<file path="src/rtl/regfile_mp.sv">
// Multi-port register file: one write port, RD_PORTS registered read ports, optional zero register,
// and a one-entry-per-cycle clear sweep after reset or on request. Optional macro: REGFILE_BYPASS_EN (write-first reads).
module regfile_mp #(
  parameter int unsigned DATA_W   = 32,
  parameter int unsigned ADDR_W   = 5,
  parameter int unsigned RD_PORTS = 2,
  parameter int unsigned ZERO_REG = 1
) (
  input  logic                         clk,
  input  logic                         rst_n,
  input  logic                         RegWrite,
  input  logic [ADDR_W-1:0]            Write_Reg,
  input  logic [DATA_W-1:0]            Write_Data,
  input  logic                         Read_En,
  input  logic [RD_PORTS*ADDR_W-1:0]   Read_Reg,
  output logic [RD_PORTS*DATA_W-1:0]   ReadData,
  input  logic                         Clear_Req,
  output logic                         Busy,
  output logic                         Clear_Done
);

  localparam int unsigned DEPTH   = 2**ADDR_W;
  localparam bit          ZERO_EN = (ZERO_REG != 0);

  typedef enum logic {
    CLEAR = 1'b0,
    RUN   = 1'b1
  } state_t;

  state_t                       state, state_nx;
  logic [ADDR_W-1:0]            ptr, ptr_nx;
  logic                         busy_nx;
  logic                         done_nx;
  logic                         mem_we;
  logic [ADDR_W-1:0]            mem_wa;
  logic [DATA_W-1:0]            mem_wd;
  logic [RD_PORTS*DATA_W-1:0]   rd_nx;

  logic [DATA_W-1:0]            mem [DEPTH];

  // Next-state, sweep pointer and array write-port selection
  always_comb begin
    state_nx = state;
    ptr_nx   = ptr;
    busy_nx  = Busy;
    done_nx  = 1'b0;
    mem_we   = 1'b0;
    mem_wa   = Write_Reg;
    mem_wd   = Write_Data;
    case (state)
      CLEAR: begin
        mem_we = 1'b1;
        mem_wa = ptr;
        mem_wd = '0;
        ptr_nx = ptr + ADDR_W'(1);
        if (ptr == ADDR_W'(DEPTH - 1)) begin
          state_nx = RUN;
          busy_nx  = 1'b0;
          done_nx  = 1'b1;
        end
      end
      RUN: begin
        if (RegWrite && !(ZERO_EN && (Write_Reg == '0))) begin
          mem_we = 1'b1;
        end
        // Clear request still lets this cycle's write land
        if (Clear_Req) begin
          state_nx = CLEAR;
          ptr_nx   = '0;
          busy_nx  = 1'b1;
        end
      end
      default: begin
        state_nx = CLEAR;
        ptr_nx   = '0;
        busy_nx  = 1'b1;
      end
    endcase
  end

  // Per-port read data selection, loaded into ReadData when Read_En is high
  for (genvar k = 0; k < RD_PORTS; k++) begin : g_rd
    logic [ADDR_W-1:0] ra;
    logic [DATA_W-1:0] word;

    assign ra = Read_Reg[k*ADDR_W +: ADDR_W];

    always_comb begin
      word = mem[ra];
`ifdef REGFILE_BYPASS_EN
      if (RegWrite && (ra == Write_Reg)) begin
        word = Write_Data;
      end
`endif
      if (ZERO_EN && (ra == '0)) begin
        word = '0;
      end
      if (state == CLEAR) begin
        word = '0;
      end
    end

    assign rd_nx[k*DATA_W +: DATA_W] = word;
  end

  // State register and registered outputs
  always_ff @(posedge clk) begin
    if (!rst_n) begin
      state      <= CLEAR;
      ptr        <= '0;
      Busy       <= 1'b1;
      Clear_Done <= 1'b0;
      ReadData   <= '0;
    end else begin
      state      <= state_nx;
      ptr        <= ptr_nx;
      Busy       <= busy_nx;
      Clear_Done <= done_nx;
      if (Read_En) begin
        ReadData <= rd_nx;
      end
    end
  end

  // Storage array carries no reset; the sweep zeroes it
  always_ff @(posedge clk) begin
    if (rst_n && mem_we) begin
      mem[mem_wa] <= mem_wd;
    end
  end

endmodule

</file>
<file path="config.mk">
export PLATFORM = sky130hd
export DESIGN_NAME = regfile_mp
export DESIGN_NICKNAME = d
export VERILOG_FILES = /design/src/rtl/regfile_mp.sv
export SDC_FILE = /design/constraint.sdc
export NUM_CORES = 1
export LEC_CHECK = 0
export CAP_MARGIN = 20
export CORE_MARGIN = 2
export CORE_UTILIZATION = 50
export CTS_CLUSTER_DIAMETER = 150
export DETAILED_ROUTE_END_ITERATION = 6
export PLACE_DENSITY = 0.7
export SYNTH_ARGS = -nofsm -noshare
export SYNTH_HDL_FRONTEND = slang
export SYNTH_SLANG_ARGS = --single-unit
</file>
<file path="constraint.sdc">
create_clock -name clk -period 3.3 [get_ports clk]
set_input_delay 0.495 -clock clk [delete_from_list [all_inputs] [get_ports clk]]
set_output_delay 0.495 -clock clk [all_outputs]
set_load 0.05 [all_outputs]
</file>
==> flow_metrics.py <==
metrics = {
    "outcome": {
        "status": "finished, violations left",
        "violations": "design-rule violations",
    },
    "cells_and_area": {
        "area_growth_pct": 16.1,
        "drive_above_1_share_pct": 24.0,
        "final_cell_mix": "edfxtp_1, mux2i_1, mux4_2, o22ai_1, buf_4",
        "design_area_mm2": 0.0590,
        "final_util_pct": 58.8,
        "nets": 3409,
        "final_common_cell": "edfxtp_1",
        "stdcell_count": 4811,
    },
    "synthesis": {
        "ys_ff_latch": 1096,
        "ys_types": 49,
        "syn_inst": 3143,
        "mappedNetlistNets": 3197,
        "async_flop_share_pct": 0,
        "netlist_area_mm2": 0.0509,
        "synth_warnings": 0,
        "yosysSeqAreaShare_pct": 63.3,
        "yosys.area.top_type": "edfxtp_1",
        "syn_area_per_cell_um2": 16.2,
        "synth_flop_cell": "edfxtp_1",
        "synth_edf_count": 1024,
        "yosys-top-cells-area": "edfxtp_1, mux4_2, mux2i_1",
        "synth_top_area_share_pct": 60.5,
    },
    "clocking": {
        "cts_root_buf": "clkbuf_16",
        "clock_latency_ns": 0.71,
        "clkTransAtPathRegs_ns": 0.07,
        "clock_sinks": 1096,
        "ctsResizeCount": 0,
        "cts_tree": "yes",
        "clockBufferDepth": 3,
        "htreeDepth": 3,
        "cts_hold_buf": 0,
        "post-cts-setup-buffers": 0,
        "numCtsBuffers": 112,
    },
    "floorplan": {
        "die_y_um": 323,
        "io-pin-count": 118,
        "fp.dieArea_mm2": 0.104,
        "die_w_um": 323,
        "initial_core_util_pct": 50.6,
        "core_region_area_mm2": 0.100,
        "rows": 116,
    },
    "power_and_ir_drop": {
        "fin_total_pwr_mw": 30.2,
        "p_leak_nw": 18.1,
        "ir_drop_uv": 479,
        "powerDensity_mw_per_mm2": 512,
    },
    "timing": {
        "min_period_over_period_pct": 83.9,
        "fmax_mhz": 361,
        "finalSetupViolCount": 0,
        "slew_viol_final": 0,
        "finClkSkew_ns": 0.0193,
        "holdWs_ns": 0.445,
        "rsz0062_at_grt": "false",
        "finalWorstSetupSlack_ns": 0.531,
        "worst_pin_slew_ns": 1.08,
        "timing.slew.headroom_pct": 27.7,
        "finalCriticalPeriod_ns": 2.77,
        "fin_setup_tns_ns": 0,
        "finalHoldViolCount": 0,
    },
    "setup_path": {
        "cp_slowest_cell": "clkdlybuf4s50_1",
        "path_class": "reg2out",
        "worst_ep_arrival_time_ns": 2.27,
        "crit_path_end_kind": "primary output",
        "max_stage_delay_ns": 0.95,
        "crit_buf_inv": 1,
        "regToRegSetupSlack_ns": 0.72,
        "worst-path-max-fanout": 4,
        "required_ns": 2.80,
        "r2r-end": "mem[25][25]$_DFFE_PP_",
        "startpoint_type": "register",
        "crit_family": "buffers and inverters",
        "r2r-start": "state$_SDFF_PN0_",
        "r2r_cells": 2,
        "crit_chain": "clkdlybuf4s50_1",
    },
    "drt": {
        "drt-initial-drc-count": 4727,
        "wl_per_cell_um": 34.9,
        "via_per_inst": 6.96,
        "drc": 1,
        "first_pass_iters": 7,
        "detail-route-antenna-nets": 0,
        "vias": 33500,
        "routed_wl_mm": 168,
    },
    "placed_design": {
        "place_area_mm2": 0.0551,
        "dp.cells": 4595,
        "gp_congestion": 0.933,
        "dp_slack_ns": 0.437,
        "place.port_buffers": 117,
        "hpwlAfterDp_mm": 105,
    },
    "global_routing": {
        "grt_first_pass_wirelength_mm": 239,
        "grt_pass1_vias": 33900,
        "antenna_found_initial": 9,
        "globalRouteOverflowTotal": 0,
        "grt_use_total_pct": 32.2,
        "grt_max_degree": 65,
    },
    "min_path": {
        "worstHoldStart": "Read_Reg[3]",
        "whs_path_depth": 4,
        "worstHoldEndpoint": "ReadData[0]$_SDFFE_PN0P_",
        "hold_class": "in2reg",
    },
    "flow_run": {
        "cap_violations": 0,
    },
}
sequential cells by signal, indices dropped and copies added (netlist names):
name	cells
mem	1024
ReadData	64
ptr	5
Busy	1
Clear_Done	1
state	1
power breakdown:
group	internal, mW	total, mW	switching (mW)
registers	15.1	15.1	0.0487
logic	0.779	2.00	1.22
clock network	7.55	13.1	5.55
total	23.4	30.2	6.81
metal layers:
metal  wire (µm)  share of wire [%]  track usage (%)  up-vias
met4       10200                6.1             16.7       12
li1            -                  -                -    13300
met5          60              0.036                0        -
met2       75600                 45             49.4     2546
met1       59900                 36             42.5    17000
met3       22100                 13             8.32      566
cells in the mapped netlist (5+ instances only):
cell	count
o211ai_1	10
a2111oi_0	37
and2_1	42
a311oi_1	5
a221oi_1	59
a211oi_1	32
o22ai_1	176
o221ai_1	27
a21oi_1	29
inv_1	57
a22o_1	11
nor4_1	60
mux2i_1	471
a221o_1	22
mux2_2	87
buf_4	40
edfxtp_1	1024
clkbuf_1	105
a222oi_1	10
nand2_1	131
buf_6	8
buf_1	6
nand3_1	7
mux4_2	266
dfxtp_1	72
buf_2	85
nor2_1	165
nand3b_1	16
nor2b_1	6
o21ai_0	31
nand2b_1	15
or3b_1	6
layout make-up:
class | instances | area, µm²
multi-input combinational | 1746 | 17500
sequential | 1096 | 32200
clock inverter | 77 | 761
clock buffer | 135 | 3050
tap | 1357 | 1700
antenna | 1 | 2.50
inverter | 57 | 214
fill | 7543 | 41400
timing repair buffer | 342 | 3590
worst max-delay path by stage:
stage	from	endpoint	slack, ns	cells after the start
2_1_floorplan	rst_n	mem[26][0]$_DFFE_PP_	0.25	4
3_3_place_gp	Write_Reg[0]	mem[20][29]$_DFFE_PP_	0.39	6
3_5_place_dp	Read_Reg[1]	ReadData[18]$_SDFFE_PN0P_	0.44	6
4_1_cts	ReadData[35]$_SDFFE_PN0P_	ReadData[35]	0.54	1
5_1_grt	ReadData[3]$_SDFFE_PN0P_	ReadData[3]	0.50	1
6_report	ReadData[10]$_SDFFE_PN0P_	ReadData[10]	0.53	1
cell families after synthesis:
group / share of synthesized area [%]
XOR/XNOR: 0.0344
multiplexers: 23.0
AO/OA/AOI/OAI: 6.51
flip-flops: 63.3
adder cells (fa/ha/maj): 0.0492
buffers and inverters: 2.84
AND/OR/NAND/NOR: 4.30
No activity file was read; power rests on OpenSTA's default activity.
